$ cat config.mk
export PLATFORM = sky130hd
export DESIGN_NAME = mem_arbiter_flat
export DESIGN_NICKNAME = d
export VERILOG_FILES = /design/src/rtl/mem_arbiter_if.sv /design/src/rtl/mem_arbiter.sv /design/src/flat_wrapper.sv
export SDC_FILE = /design/constraint.sdc
export NUM_CORES = 1
export LEC_CHECK = 0
export BUFFER_PORTS_ARGS = -buffer_cell sky130_fd_sc_hd__buf_2
export CORE_AREA = 2 2 637 639
export DETAILED_ROUTE_END_ITERATION = 6
export DIE_AREA = 0 0 639 641
export SYNTH_ARGS = -nofsm -noshare
export SYNTH_HDL_FRONTEND = slang
export SYNTH_SLANG_ARGS = --single-unit
$ cat constraint.sdc
create_clock -name clk_i -period 1.5 [get_ports clk_i]
set_input_delay 0.15 -clock clk_i [delete_from_list [all_inputs] [get_ports clk_i]]
set_output_delay 0.15 -clock clk_i [all_outputs]
set_load 0.01 [all_outputs]
$ cat src/rtl/mem_arbiter_if.sv
// mem_arbiter_if: bundles the two requester ports and the shared memory port
// of mem_arbiter.
//   m0_* : master 0 (instruction side) request, write line, read line, ack
//   m1_* : master 1 (data cache), same shape as m0_*
//   mem_*: shared data-memory request (enable/write/addr/data) and response
// The slave modport is the arbiter's view; master is the environment's view.
interface mem_arbiter_if;
  logic         m0_enable_i;
  logic         m0_write_i;
  logic [31:0]  m0_addr_i;
  logic [255:0] m0_data_i;
  logic [255:0] m0_data_o;
  logic         m0_ack_o;

  logic         m1_enable_i;
  logic         m1_write_i;
  logic [31:0]  m1_addr_i;
  logic [255:0] m1_data_i;
  logic [255:0] m1_data_o;
  logic         m1_ack_o;

  logic         mem_enable_o;
  logic         mem_write_o;
  logic [31:0]  mem_addr_o;
  logic [255:0] mem_data_o;
  logic [255:0] mem_data_i;
  logic         mem_ack_i;

  modport slave (
    input  m0_enable_i, m0_write_i, m0_addr_i, m0_data_i,
    output m0_data_o, m0_ack_o,
    input  m1_enable_i, m1_write_i, m1_addr_i, m1_data_i,
    output m1_data_o, m1_ack_o,
    output mem_enable_o, mem_write_o, mem_addr_o, mem_data_o,
    input  mem_data_i, mem_ack_i
  );

  modport master (
    output m0_enable_i, m0_write_i, m0_addr_i, m0_data_i,
    input  m0_data_o, m0_ack_o,
    output m1_enable_i, m1_write_i, m1_addr_i, m1_data_i,
    input  m1_data_o, m1_ack_o,
    input  mem_enable_o, mem_write_o, mem_addr_o, mem_data_o,
    output mem_data_i, mem_ack_i
  );
endinterface

$ cat src/rtl/mem_arbiter.sv
// mem_arbiter: two-master arbiter in front of a single data memory.
//   clk_i   : clock, rising edge
//   rst_i   : asynchronous active-high reset
//   bus     : mem_arbiter_if.slave (both requesters + shared memory port)
//   grant_o : one-hot current owner ([0] = master 0)
//   busy_o  : state is not IDLE
//   err_o   : one-cycle pulse when a grant times out without mem_ack_i
// Parameters: FIXED_PRIO (0 = round-robin, 1 = master 0 always wins),
//             TIMEOUT (max grant cycles without ack, 0 = disabled).
//
// state | meaning
// IDLE  | no owner, arbitrate the sampled enables
// BUSY0 | master 0 owns the memory port
// BUSY1 | master 1 owns the memory port
// DRAIN | one dead cycle after every grant, port forced quiet
module mem_arbiter #(
  parameter int FIXED_PRIO = 0,
  parameter int TIMEOUT    = 0
) (
  input  logic              clk_i,
  input  logic              rst_i,
  mem_arbiter_if.slave      bus,
  output logic [1:0]        grant_o,
  output logic              busy_o,
  output logic              err_o
);

  typedef enum logic [1:0] {IDLE, BUSY0, BUSY1, DRAIN} state_t;

  state_t      state_q;
  logic        last_q;   // 1 = master 1 won last, so master 0 wins the next tie
  logic [15:0] cnt_q;
  logic        in_busy;
  logic        sel1;
  logic        owner_en;
  logic        timeout_hit;

  assign in_busy  = (state_q == BUSY0) || (state_q == BUSY1);
  assign sel1     = (state_q == BUSY1);
  assign owner_en = sel1 ? bus.m1_enable_i : bus.m0_enable_i;

  generate
    if (TIMEOUT != 0) begin : g_timeout
      assign timeout_hit = in_busy && !bus.mem_ack_i && (cnt_q == 16'(TIMEOUT - 1));
    end else begin : g_no_timeout
      assign timeout_hit = 1'b0;
    end
  endgenerate

  always_ff @(posedge clk_i or posedge rst_i) begin
    if (rst_i) begin
      state_q <= IDLE;
      last_q  <= 1'b1;
      cnt_q   <= '0;
    end else begin
      case (state_q)
        IDLE: begin
          // Holding the counter at zero here gives the clear-on-entry.
          cnt_q <= '0;
          if (bus.m0_enable_i && bus.m1_enable_i)
            state_q <= ((FIXED_PRIO != 0) || last_q) ? BUSY0 : BUSY1;
          else if (bus.m0_enable_i)
            state_q <= BUSY0;
          else if (bus.m1_enable_i)
            state_q <= BUSY1;
        end
        BUSY0, BUSY1: begin
          if (bus.mem_ack_i) begin
            state_q <= DRAIN;
            last_q  <= sel1;
          end else if (timeout_hit || !owner_en) begin
            state_q <= DRAIN;
          end
          if (cnt_q != 16'hFFFF)
            cnt_q <= cnt_q + 16'd1;
        end
        DRAIN:   state_q <= IDLE;
        default: state_q <= IDLE;
      endcase
    end
  end

  // Port muxing is decoded from the registered state so reset quiets it at once.
  always_comb begin
    bus.mem_enable_o = 1'b0;
    bus.mem_write_o  = 1'b0;
    bus.mem_addr_o   = '0;
    bus.mem_data_o   = '0;
    bus.m0_ack_o     = 1'b0;
    bus.m1_ack_o     = 1'b0;
    grant_o          = 2'b00;
    case (state_q)
      BUSY0: begin
        bus.mem_enable_o = bus.m0_enable_i;
        bus.mem_write_o  = bus.m0_write_i;
        bus.mem_addr_o   = bus.m0_addr_i;
        bus.mem_data_o   = bus.m0_data_i;
        bus.m0_ack_o     = bus.mem_ack_i;
        grant_o          = 2'b01;
      end
      BUSY1: begin
        bus.mem_enable_o = bus.m1_enable_i;
        bus.mem_write_o  = bus.m1_write_i;
        bus.mem_addr_o   = bus.m1_addr_i;
        bus.mem_data_o   = bus.m1_data_i;
        bus.m1_ack_o     = bus.mem_ack_i;
        grant_o          = 2'b10;
      end
      default: ;
    endcase
  end

  // Read data is shared; only the ack tells a master the line is for it.
  assign bus.m0_data_o = bus.mem_data_i;
  assign bus.m1_data_o = bus.mem_data_i;
  assign busy_o        = (state_q != IDLE);
  assign err_o         = timeout_hit;

endmodule
$ cat src/flat_wrapper.sv
// flat-port wrapper written by rule: the top's interface ports become plain ports
module mem_arbiter_flat 
#(
  parameter int FIXED_PRIO = 0,
  parameter int TIMEOUT    = 0
)
  (clk_i, rst_i, grant_o, busy_o, err_o, bus_m0_enable_i, bus_m0_write_i, bus_m0_addr_i, bus_m0_data_i, bus_m0_data_o, bus_m0_ack_o, bus_m1_enable_i, bus_m1_write_i, bus_m1_addr_i, bus_m1_data_i, bus_m1_data_o, bus_m1_ack_o, bus_mem_enable_o, bus_mem_write_o, bus_mem_addr_o, bus_mem_data_o, bus_mem_data_i, bus_mem_ack_i);
  mem_arbiter_if bus_i ();
  input  logic clk_i;
  input  logic rst_i;
  output logic [1:0] grant_o;
  output logic busy_o;
  output logic err_o;
  input wire logic [$bits(bus_i.m0_enable_i)-1:0] bus_m0_enable_i;
  input wire logic [$bits(bus_i.m0_write_i)-1:0] bus_m0_write_i;
  input wire logic [$bits(bus_i.m0_addr_i)-1:0] bus_m0_addr_i;
  input wire logic [$bits(bus_i.m0_data_i)-1:0] bus_m0_data_i;
  output wire logic [$bits(bus_i.m0_data_o)-1:0] bus_m0_data_o;
  output wire logic [$bits(bus_i.m0_ack_o)-1:0] bus_m0_ack_o;
  input wire logic [$bits(bus_i.m1_enable_i)-1:0] bus_m1_enable_i;
  input wire logic [$bits(bus_i.m1_write_i)-1:0] bus_m1_write_i;
  input wire logic [$bits(bus_i.m1_addr_i)-1:0] bus_m1_addr_i;
  input wire logic [$bits(bus_i.m1_data_i)-1:0] bus_m1_data_i;
  output wire logic [$bits(bus_i.m1_data_o)-1:0] bus_m1_data_o;
  output wire logic [$bits(bus_i.m1_ack_o)-1:0] bus_m1_ack_o;
  output wire logic [$bits(bus_i.mem_enable_o)-1:0] bus_mem_enable_o;
  output wire logic [$bits(bus_i.mem_write_o)-1:0] bus_mem_write_o;
  output wire logic [$bits(bus_i.mem_addr_o)-1:0] bus_mem_addr_o;
  output wire logic [$bits(bus_i.mem_data_o)-1:0] bus_mem_data_o;
  input wire logic [$bits(bus_i.mem_data_i)-1:0] bus_mem_data_i;
  input wire logic [$bits(bus_i.mem_ack_i)-1:0] bus_mem_ack_i;
  assign bus_i.m0_enable_i = bus_m0_enable_i;
  assign bus_i.m0_write_i = bus_m0_write_i;
  assign bus_i.m0_addr_i = bus_m0_addr_i;
  assign bus_i.m0_data_i = bus_m0_data_i;
  assign bus_m0_data_o = bus_i.m0_data_o;
  assign bus_m0_ack_o = bus_i.m0_ack_o;
  assign bus_i.m1_enable_i = bus_m1_enable_i;
  assign bus_i.m1_write_i = bus_m1_write_i;
  assign bus_i.m1_addr_i = bus_m1_addr_i;
  assign bus_i.m1_data_i = bus_m1_data_i;
  assign bus_m1_data_o = bus_i.m1_data_o;
  assign bus_m1_ack_o = bus_i.m1_ack_o;
  assign bus_mem_enable_o = bus_i.mem_enable_o;
  assign bus_mem_write_o = bus_i.mem_write_o;
  assign bus_mem_addr_o = bus_i.mem_addr_o;
  assign bus_mem_data_o = bus_i.mem_data_o;
  assign bus_i.mem_data_i = bus_mem_data_i;
  assign bus_i.mem_ack_i = bus_mem_ack_i;
  mem_arbiter #(.FIXED_PRIO(FIXED_PRIO), .TIMEOUT(TIMEOUT)) u_core (.clk_i(clk_i), .rst_i(rst_i), .bus(bus_i), .grant_o(grant_o), .busy_o(busy_o), .err_o(err_o));
endmodule
==> results.toml, run 1 <==
[routing]
num_vias = 14051
wire_per_inst_um = 56.3
first_pass_iters = 7
avgViaCountPerCell = 2.02
drc = 0
antenna_left = 0
wirelength_um = 392000
drt_iter0_drc = 832

[synth]
synth-seq-cells = 3
yosys.area.top_type = "buf_4"
synth_area_leaders = "buf_4 45%, a22oi_1 25%, nor2b_1 21%"
yosys.cell_types.count = 19
synth_top_area_share_pct = 45.3
synth.yosys.seq_area_share_pct = 0.893
synth_nets = 2061
synth_cells = 1217
syn-mean-instance-area_um2 = 7.02
synth_warnings = 0
syn-cell-area_um2 = 8540

[critical_path]
slowest_stage = "a22oi_2"
critPathKind = "flip-flop to output pin"
start_kind = "flip-flop"
critical_path_required_ps = 1350
crit_top_cell = "buf_12"
path_max_fanout = 7
cp.arrival_ps = 2110
critPathMaxStageDelay_ps = 430
cp_cell_sequence = "buf_6, ha_4, buf_12, buf_16, buf_8, a22oi_2, nor2b_2, buf_12"
end_kind = "output pin"

[cts]
clk_latency_ps = 230
htreeDepth = 1
clk_pin_slew_ps = 30
clock-sinks = 3
clock_path_buffers = 2
cts_tree = "built"
numCtsBuffers = 3
root_buffer = "clkbuf_16"

[placement]
dp_hpwl_um = 375000
port_buffers = 877
placed_area_um2 = 19300
routabilityCongestion = 0.951
dp_slack_ps = -790

[sta]
period_needed_ps = 2260
finClkSkew_ps = 0.752
maxSlewViolCount = 0
worst_slack_ps = -758
setup_viol = 297
relSlewSlack_pct = 63.8
tightest_slew_ps = 542
rsz0062_at_grt = "true"
post-route-period-util_pct = 151
clock.fmax_mhz = 443
finalHoldViolCount = 0

[global_route]
antenna_found_initial = 456
grt_max_degree = 49
grt_util_all_layers_pct = 18.3
grt_pass1_vias = 11653
grt_first_pass_wirelength_um = 416000
grt-ovfl-total = 0

[power]
ir_drop_v = 0.00111
p_leak_nw = 7.24
power_per_cell_area_nw_per_um2 = 2450

[die]
start_util_pct = 2.13
die_w_um = 639
dieArea_um2 = 410000
rows = 233
core_area_um2 = 402000
die_h_um = 641
io_pins = 1647

[finish]
fin_nets = 2470
final_cell_area_um2 = 22200
drive_gt1_share_pct = 83.0
final_common_cell = "buf_2"
final_core_util_pct = 5.52
area_growth_pct = 160
final_cell_mix = "644 x buf_2, 227 x buf_12, 157 x a22oi_1, 133 x a22oi_2, 105 x nor2b_2"

[status]
violations = "negative setup slack"
outcome = "finished with violations"

[min_path]
worst_hold_path_type = "input pin to output pin"

[job]
maxCapViolations = 0
cells in the mapped netlist:
master / instances
a31oi_1: 2
buf_4: 515
o32a_1: 1
inv_1: 4
ha_1: 5
mux2_2: 1
nand2b_1: 2
dfstp_2: 1
clkbuf_1: 41
a22oi_1: 290
mux2i_1: 2
buf_2: 54
and2_1: 2
nor2b_1: 291
dfrtp_1: 2
nand2_1: 1
conb_1: 1
nor2_1: 1
mux2_1: 1
routing by layer:
| metal | part of all wire (%) | vias to the layer above | GRT usage, % |
|---|---|---|---|
| met5 | 0.48 | - | 0.721 |
| met4 | 3.4 | 229 | 3.53 |
| met3 | 24 | 951 | 20.8 |
| met2 | 42 | 2639 | 28.4 |
| met1 | 29 | 5691 | 15.7 |
| li1 | - | 4541 | - |
path summary, 6_finish.rpt:
check | endpoint | depth (start not counted) | slack (ps) | startpoint
max in group asynchronous | u_core.last_q | 3 | 800 | rst_i
max | bus_mem_data_o[198] | 8 | -760 | u_core.state_q[0]
min reg2reg | u_core.last_q | 1 | 620 | u_core.last_q
min | bus_m1_data_o[151] | 0 | 300 | bus_mem_data_i[151]
min in group asynchronous | u_core.state_q[0] | 3 | 470 | rst_i
max reg2reg | u_core.state_q[1] | 10 | -440 | u_core.state_q[0]
cells by family after synthesis:
| family | after synthesis | synth area share (%) |
|---|---|---|
| AOI/OAI and AO/OA | 293 | 25.7 |
| adders and majority gates | 5 | 0.732 |
| buffers and inverters | 614 | 50.4 |
| DFF | 3 | 0.893 |
| muxes | 4 | 0.498 |
| other | 1 | 0.0439 |
| and+or+nand+nor | 297 | 21.7 |
where the power goes:
part	total [mW]	switching [mW]	internal, mW
Combinational	53.7	28.5	25.3
Sequential	0.163	0.0287	0.134
Clock	0.427	0.0761	0.351
Total	54.3	28.6	25.8
worst max-delay path, delay by kind of cell (launching register included):
family | cells | cell delay (ps)
compound gates | 1 | 430
fa+ha+maj | 1 | 170
buf+inv | 5 | 750
flops | 1 | 390
simple gates | 1 | 110
registers in the layout, indices dropped and copies added, names as in the netlist:
| register | flops |
|---|---|
| u_core.last_q | 1 |
| u_core.state_q | 2 |
area by class of cell:
type                    instances  area (um2)
repair buffers               1014        9470
flip-flops and latches          3        76.3
multi-input cells             600        5790
clock buffers                   4        78.8
inverters                       4        15.0
well taps                    5287        6620
fillers                     47377      380000
diodes                         50         125
metrics by stage:
stage	power [mW]	hold slack [ps]	std cells	setup TNS (ps)
detailed placement	44.7	56.8	6860	-113560
global placement	44.5	54.0	6860	-107690
CTS	51.0	300	6901	-177010
floorplan	14.2	-97.1	1217	-10300
finish	54.3	300	6962	-172440
global route	57.2	300	6921	-191060
repair_timing:
item / in CTS / in global routing
pin swaps: 17 / 21
gates resized for setup: 225 / 301
gates cloned: 10 / 8
buffers inserted: 28 / 6
endpoints found under the setup margin: 296 / 298
hold endpoints to repair: 2 / 0
hold buffers: 1 / 0
Power figures use the tool's default switching activity.
==> run 2: changes to the inputs <==
Settings changed: SKIP_CTS_REPAIR_TIMING set to 1.
==> run 2 against run 1 <==
The flow still finishes with violations (negative setup slack). Die area unchanged. Via count increased by 2.2%. Fmax shrank 1.1%. Setup slack got worse by 24 ps. Largest cell class unchanged.
==> results.toml, run 2 (synthesized netlist as in run 1, its figures left out) <==
[global_route]
grt_max_degree = 49
grt-ovfl-total = 0
grt_util_all_layers_pct = 18.1
antenna_found_initial = 461
grt_first_pass_wirelength_um = 411000
grt_pass1_vias = 11311

[cts]
clock-sinks = 3
root_buffer = "clkbuf_16"
clk_pin_slew_ps = 30
numCtsBuffers = 3
clock_path_buffers = 2
htreeDepth = 1
clk_latency_ps = 230
cts_tree = "built"

[die]
die_w_um = 639
dieArea_um2 = 410000
die_h_um = 641
rows = 233
io_pins = 1647
core_area_um2 = 402000
start_util_pct = 2.13

[critical_path]
rrSetupSlack_ps = -450
cp.arrival_ps = 2130
ff2ff_path_depth = 10
crit_top_cell = "buf_12"
cp_cell_sequence = "buf_6, ha_4, buf_12, buf_16, buf_12, buf_12, a22oi_2, nor2b_2, buf_12"
slowest_stage = "dfrtp_1"
r2r_start = "u_core.state_q[0]"
path_max_fanout = 7
critPathMaxStageDelay_ps = 390
end_kind = "output pin"
reg2reg_to = "u_core.state_q[1]"
start_kind = "flip-flop"
critPathKind = "flip-flop to output pin"
critical_path_required_ps = 1350

[finish]
max_flop_register = "u_core.state_q"
final_core_util_pct = 5.87
fin_nets = 2506
fin_cells = 7022
seqCellArea_um2 = 76.3
area_growth_pct = 176
final_cell_area_um2 = 23600
multi_input_area_um2 = 6110
top_regs = "u_core.state_q: 2 flops, u_core.last_q: 1 flops"
fillers = 47239
final_cell_mix = "614 x buf_2, 220 x buf_12, 216 x a22oi_2, 134 x nor2b_2, 92 x nor2b_1"
drive_gt1_share_pct = 88.8
largest_reg_flops = 2
final_common_cell = "buf_2"

[sta]
maxSlewViolCount = 0
finClkSkew_ps = 0.0960
tightest_slew_ps = 561
setup_viol = 295
finalHoldWorstSlack_ps = 300
relSlewSlack_pct = 62.6
post-route-period-util_pct = 152
rsz0062_at_grt = "true"
finalHoldViolCount = 0
period_needed_ps = 2280
worst_slack_ps = -782
clock.fmax_mhz = 438
setup-tns-final_ps = -172760

[job]
maxCapViolations = 0

[placement]
routabilityCongestion = 0.951
port_buffers = 877
dp_hpwl_um = 375000
dpl.cell_count = 6860
placed_area_um2 = 19300
dp_slack_ps = -790

[routing]
first_pass_iters = 5
wirelength_um = 400000
wire_per_inst_um = 57.0
antenna_left = 0
num_vias = 14360
avgViaCountPerCell = 2.05
drt_iter0_drc = 852
drc = 0

[power]
comb_power_share_pct = 99.0
power_per_cell_area_nw_per_um2 = 2600
seq_power_share_pct = 0.3
p_int_mw = 29.5
ir_drop_v = 0.00132
p_clk_share_pct = 0.7
p_sw_share_pct = 52.0
p_leak_nw = 7.64
power_mw = 61.3
p_switching_mw = 31.9

[min_path]
hold-path-endpoint = "bus_m1_data_o[151]"
worst_hold_path_type = "input pin to output pin"
hold_path_startpoint = "bus_mem_data_i[151]"
hold_depth = 0

[status]
violations = "negative setup slack"
outcome = "finished with violations"
run 2: how the worst max path moves through the flow:
| stage | slack, ps | to | startpoint |
|---|---|---|---|
| 4_1_cts | -1030 | bus_mem_data_o[185] | u_core.state_q[1] |
| 6_report | -780 | bus_mem_data_o[168] | u_core.state_q[0] |
| 2_1_floorplan | -70 | u_core.state_q[1] | u_core.state_q[0] |
| 3_3_place_gp | -760 | bus_mem_data_o[185] | u_core.state_q[1] |
| 5_1_grt | -780 | bus_mem_data_o[185] | u_core.state_q[0] |
| 3_5_place_dp | -790 | bus_mem_data_o[185] | u_core.state_q[1] |
run 2: metal layers:
metal  GRT usage (%)  part of all wire (%)
met5           0.674                  0.46
met4            3.39                   3.3
met3            21.4                    25
met2            28.0                    42
met1            15.0                    29
run 2: cell type report:
type	instances	share of cell area, %
multi-input cells	600	25.9
diodes	74	0.784
well taps	5287	28.0
repair buffers	1050	44.6
inverters	4	0.0636
clock buffers	4	0.334
flip-flops and latches	3	0.323
run 2: worst max-delay path, delay by kind of cell (launching register included):
family,cells,cell delay (ps)
DFF,1,390
adders and majority gates,1,170
and+or+nand+nor,1,110
AOI/OAI and AO/OA,1,340
buffers and inverters,6,890
run 2: power groups by stage:
| stage | Clock, mW | Combinational, mW | Sequential [mW] |
|---|---|---|---|
| 2_1_floorplan | 0 | 14.0 | 0.160 |
| 3_3_place_gp | 0 | 44.3 | 0.154 |
| 3_5_place_dp | 0 | 44.5 | 0.155 |
| 4_1_cts | 0.429 | 44.6 | 0.154 |
| 5_1_grt | 0.437 | 63.5 | 0.168 |
| 6_report | 0.424 | 60.7 | 0.162 |
==> run 3: changes to the inputs <==
Settings changed: CELL_PAD_IN_SITES_DETAIL_PLACEMENT set to 0, CELL_PAD_IN_SITES_GLOBAL_PLACEMENT set to 1, CORE_AREA 2 2 637 639 to 2 2 644 646, DIE_AREA 0 0 639 641 to 0 0 646 648, PLACE_DENSITY_LB_ADDON set to 0.1.
==> run 3 against run 2 <==
The flow still finishes with violations (negative setup slack). First-iteration DRC count down 45%. Clock skew about the same. Global-route usage down 8.5 points. Design area up 10%. Count of clock-buffer cells in the layout unchanged. Wire length down 43%. Setup slack worse by 160 ps. Total power up 19%. Critical path depth down 1. Fmax down 6.4%. Non-clock buffer count up 183. Register-to-register slack worse by 300 ps.
==> results.toml, run 3 (synthesized netlist as in run 1, its figures left out) <==
[finish]
final_cell_area_um2 = 26000
final_core_util_pct = 6.32
max_flop_register = "u_core.state_q"
fillers = 48573
multi_input_area_um2 = 6860
largest_reg_flops = 2
fin_nets = 2689
drive_gt1_share_pct = 90.8
final_cell_mix = "616 x buf_2, 229 x nor2b_4, 197 x buf_12, 188 x buf_6, 174 x a22oi_2"
final_common_cell = "buf_2"
area_growth_pct = 205
seqCellArea_um2 = 77.6
top_regs = "u_core.state_q: 2 flops, u_core.last_q: 1 flops"

[placement]
placed_area_um2 = 20000
dp_hpwl_um = 199000
port_buffers = 877
routabilityCongestion = 0.716

[min_path]
hold-path-endpoint = "bus_m1_data_o[3]"
worst_hold_path_type = "input pin to output pin"
hold_depth = 0
hold_path_startpoint = "bus_mem_data_i[3]"

[status]
outcome = "finished with violations"
violations = "negative setup slack"

[global_route]
grt_util_all_layers_pct = 9.60
antenna_found_initial = 81
grt_first_pass_wirelength_um = 240000
grt_pass1_vias = 12552
grt-ovfl-total = 0
grt_max_degree = 49

[sta]
setup-tns-final_ps = -227120
post-route-period-util_pct = 163
setup_viol = 298
maxSlewViolCount = 0
rsz0062_at_grt = "true"
tightest_slew_ps = 689
clock.fmax_mhz = 410
period_needed_ps = 2440
relSlewSlack_pct = 54.1
finalHoldViolCount = 0
worst_slack_ps = -938
finClkSkew_ps = 0.0616

[power]
power_mw = 72.7
p_leak_nw = 9.27
ir_drop_v = 0.000721
power_per_cell_area_nw_per_um2 = 2790

[critical_path]
end_kind = "output pin"
cp_cell_sequence = "ha_4, buf_12, clkbuf_16, buf_16, a22oi_2, nor2b_2, buf_4, buf_2"
critPathKind = "flip-flop to output pin"
r2r_start = "u_core.state_q[0]"
reg2reg_to = "u_core.state_q[1]"
start_kind = "flip-flop"
critical_path_required_ps = 1350
path_max_fanout = 10
rrSetupSlack_ps = -750
cp.arrival_ps = 2290
ff2ff_path_depth = 11
slowest_stage = "dfrtp_2"
critPathMaxStageDelay_ps = 450

[routing]
antenna_left = 0
drc = 0
avgViaCountPerCell = 1.65
wirelength_um = 229000
num_vias = 12117
first_pass_iters = 4
drt_iter0_drc = 466
wire_per_inst_um = 31.2

[die]
core_area_um2 = 412000
die_w_um = 646
rows = 236
dieArea_um2 = 419000
start_util_pct = 2.07
io_pins = 1647
die_h_um = 648

[cts]
cts_tree = "built"
clk_pin_slew_ps = 30
clock_path_buffers = 2
clock-sinks = 3
clk_latency_ps = 220
root_buffer = "clkbuf_16"
numCtsBuffers = 3
htreeDepth = 1

[job]
maxCapViolations = 0
-- run 3: cell count changes in the layout (fill, tap and decap cells not counted), sizes merged --
cell and delta:
buf +194, diode -47, clkbuf -11
-- run 3: stage by stage --
step | setup slack [ps] | hold WS [ps] | instances
2_1_floorplan | -74.0 | -97.1 | 1217
3_3_place_gp | -1870 | 68.4 | 7166
3_5_place_dp | -1460 | 64.8 | 7189
4_1_cts | -1690 | -167 | 7193
5_1_grt | -1050 | 300 | 7321
6_report | -938 | 300 | 7345
-- run 3: area by class of cell --
cell class | count | share of cell area (%)
clock buffers | 4 | 0.303
well taps | 5474 | 26.3
inverters | 4 | 0.0673
diodes | 27 | 0.259
multi-input cells | 600 | 26.4
flip-flops and latches | 3 | 0.298
repair buffers | 1233 | 46.4
-- run 3: power breakdown --
part / switching, mW / internal, mW / leakage [nW] / total (mW)
Combinational: 36.0 / 36.1 / 9.20 / 72.1
Sequential: 0.0484 / 0.137 / 0.0326 / 0.186
Clock: 0.0676 / 0.350 / 0.0383 / 0.418
-- run 3: per-layer routing --
metal  vias up  global-route usage (%)  wire length, um
li1       4940                       -                -
met1      5757                    9.59            79800
met2      1131                    16.3           110000
met3       265                    6.72            34000
met4        24                    1.94             5310
met5         -                   0.312              287
-- run 3: worst max-delay path by stage --
stage,depth (start not counted),from,to
final,8,u_core.state_q[0],bus_mem_data_o[219]
after CTS,8,u_core.state_q[0],bus_mem_data_o[33]
after detailed placement,8,u_core.state_q[0],bus_mem_data_o[33]
after floorplan,6,u_core.state_q[0],u_core.state_q[1]
after global routing,7,u_core.state_q[0],bus_mem_data_o[224]
after global placement,7,u_core.state_q[0],bus_mem_data_o[45]
-- run 3: worst max-delay path: cells and delay by family (launching register included) --
kind,cells,cell delay [ps]
AOI/OAI and AO/OA,1,410
adders and majority gates,1,220
buffers and inverters,5,820
DFF,1,450
and+or+nand+nor,1,90
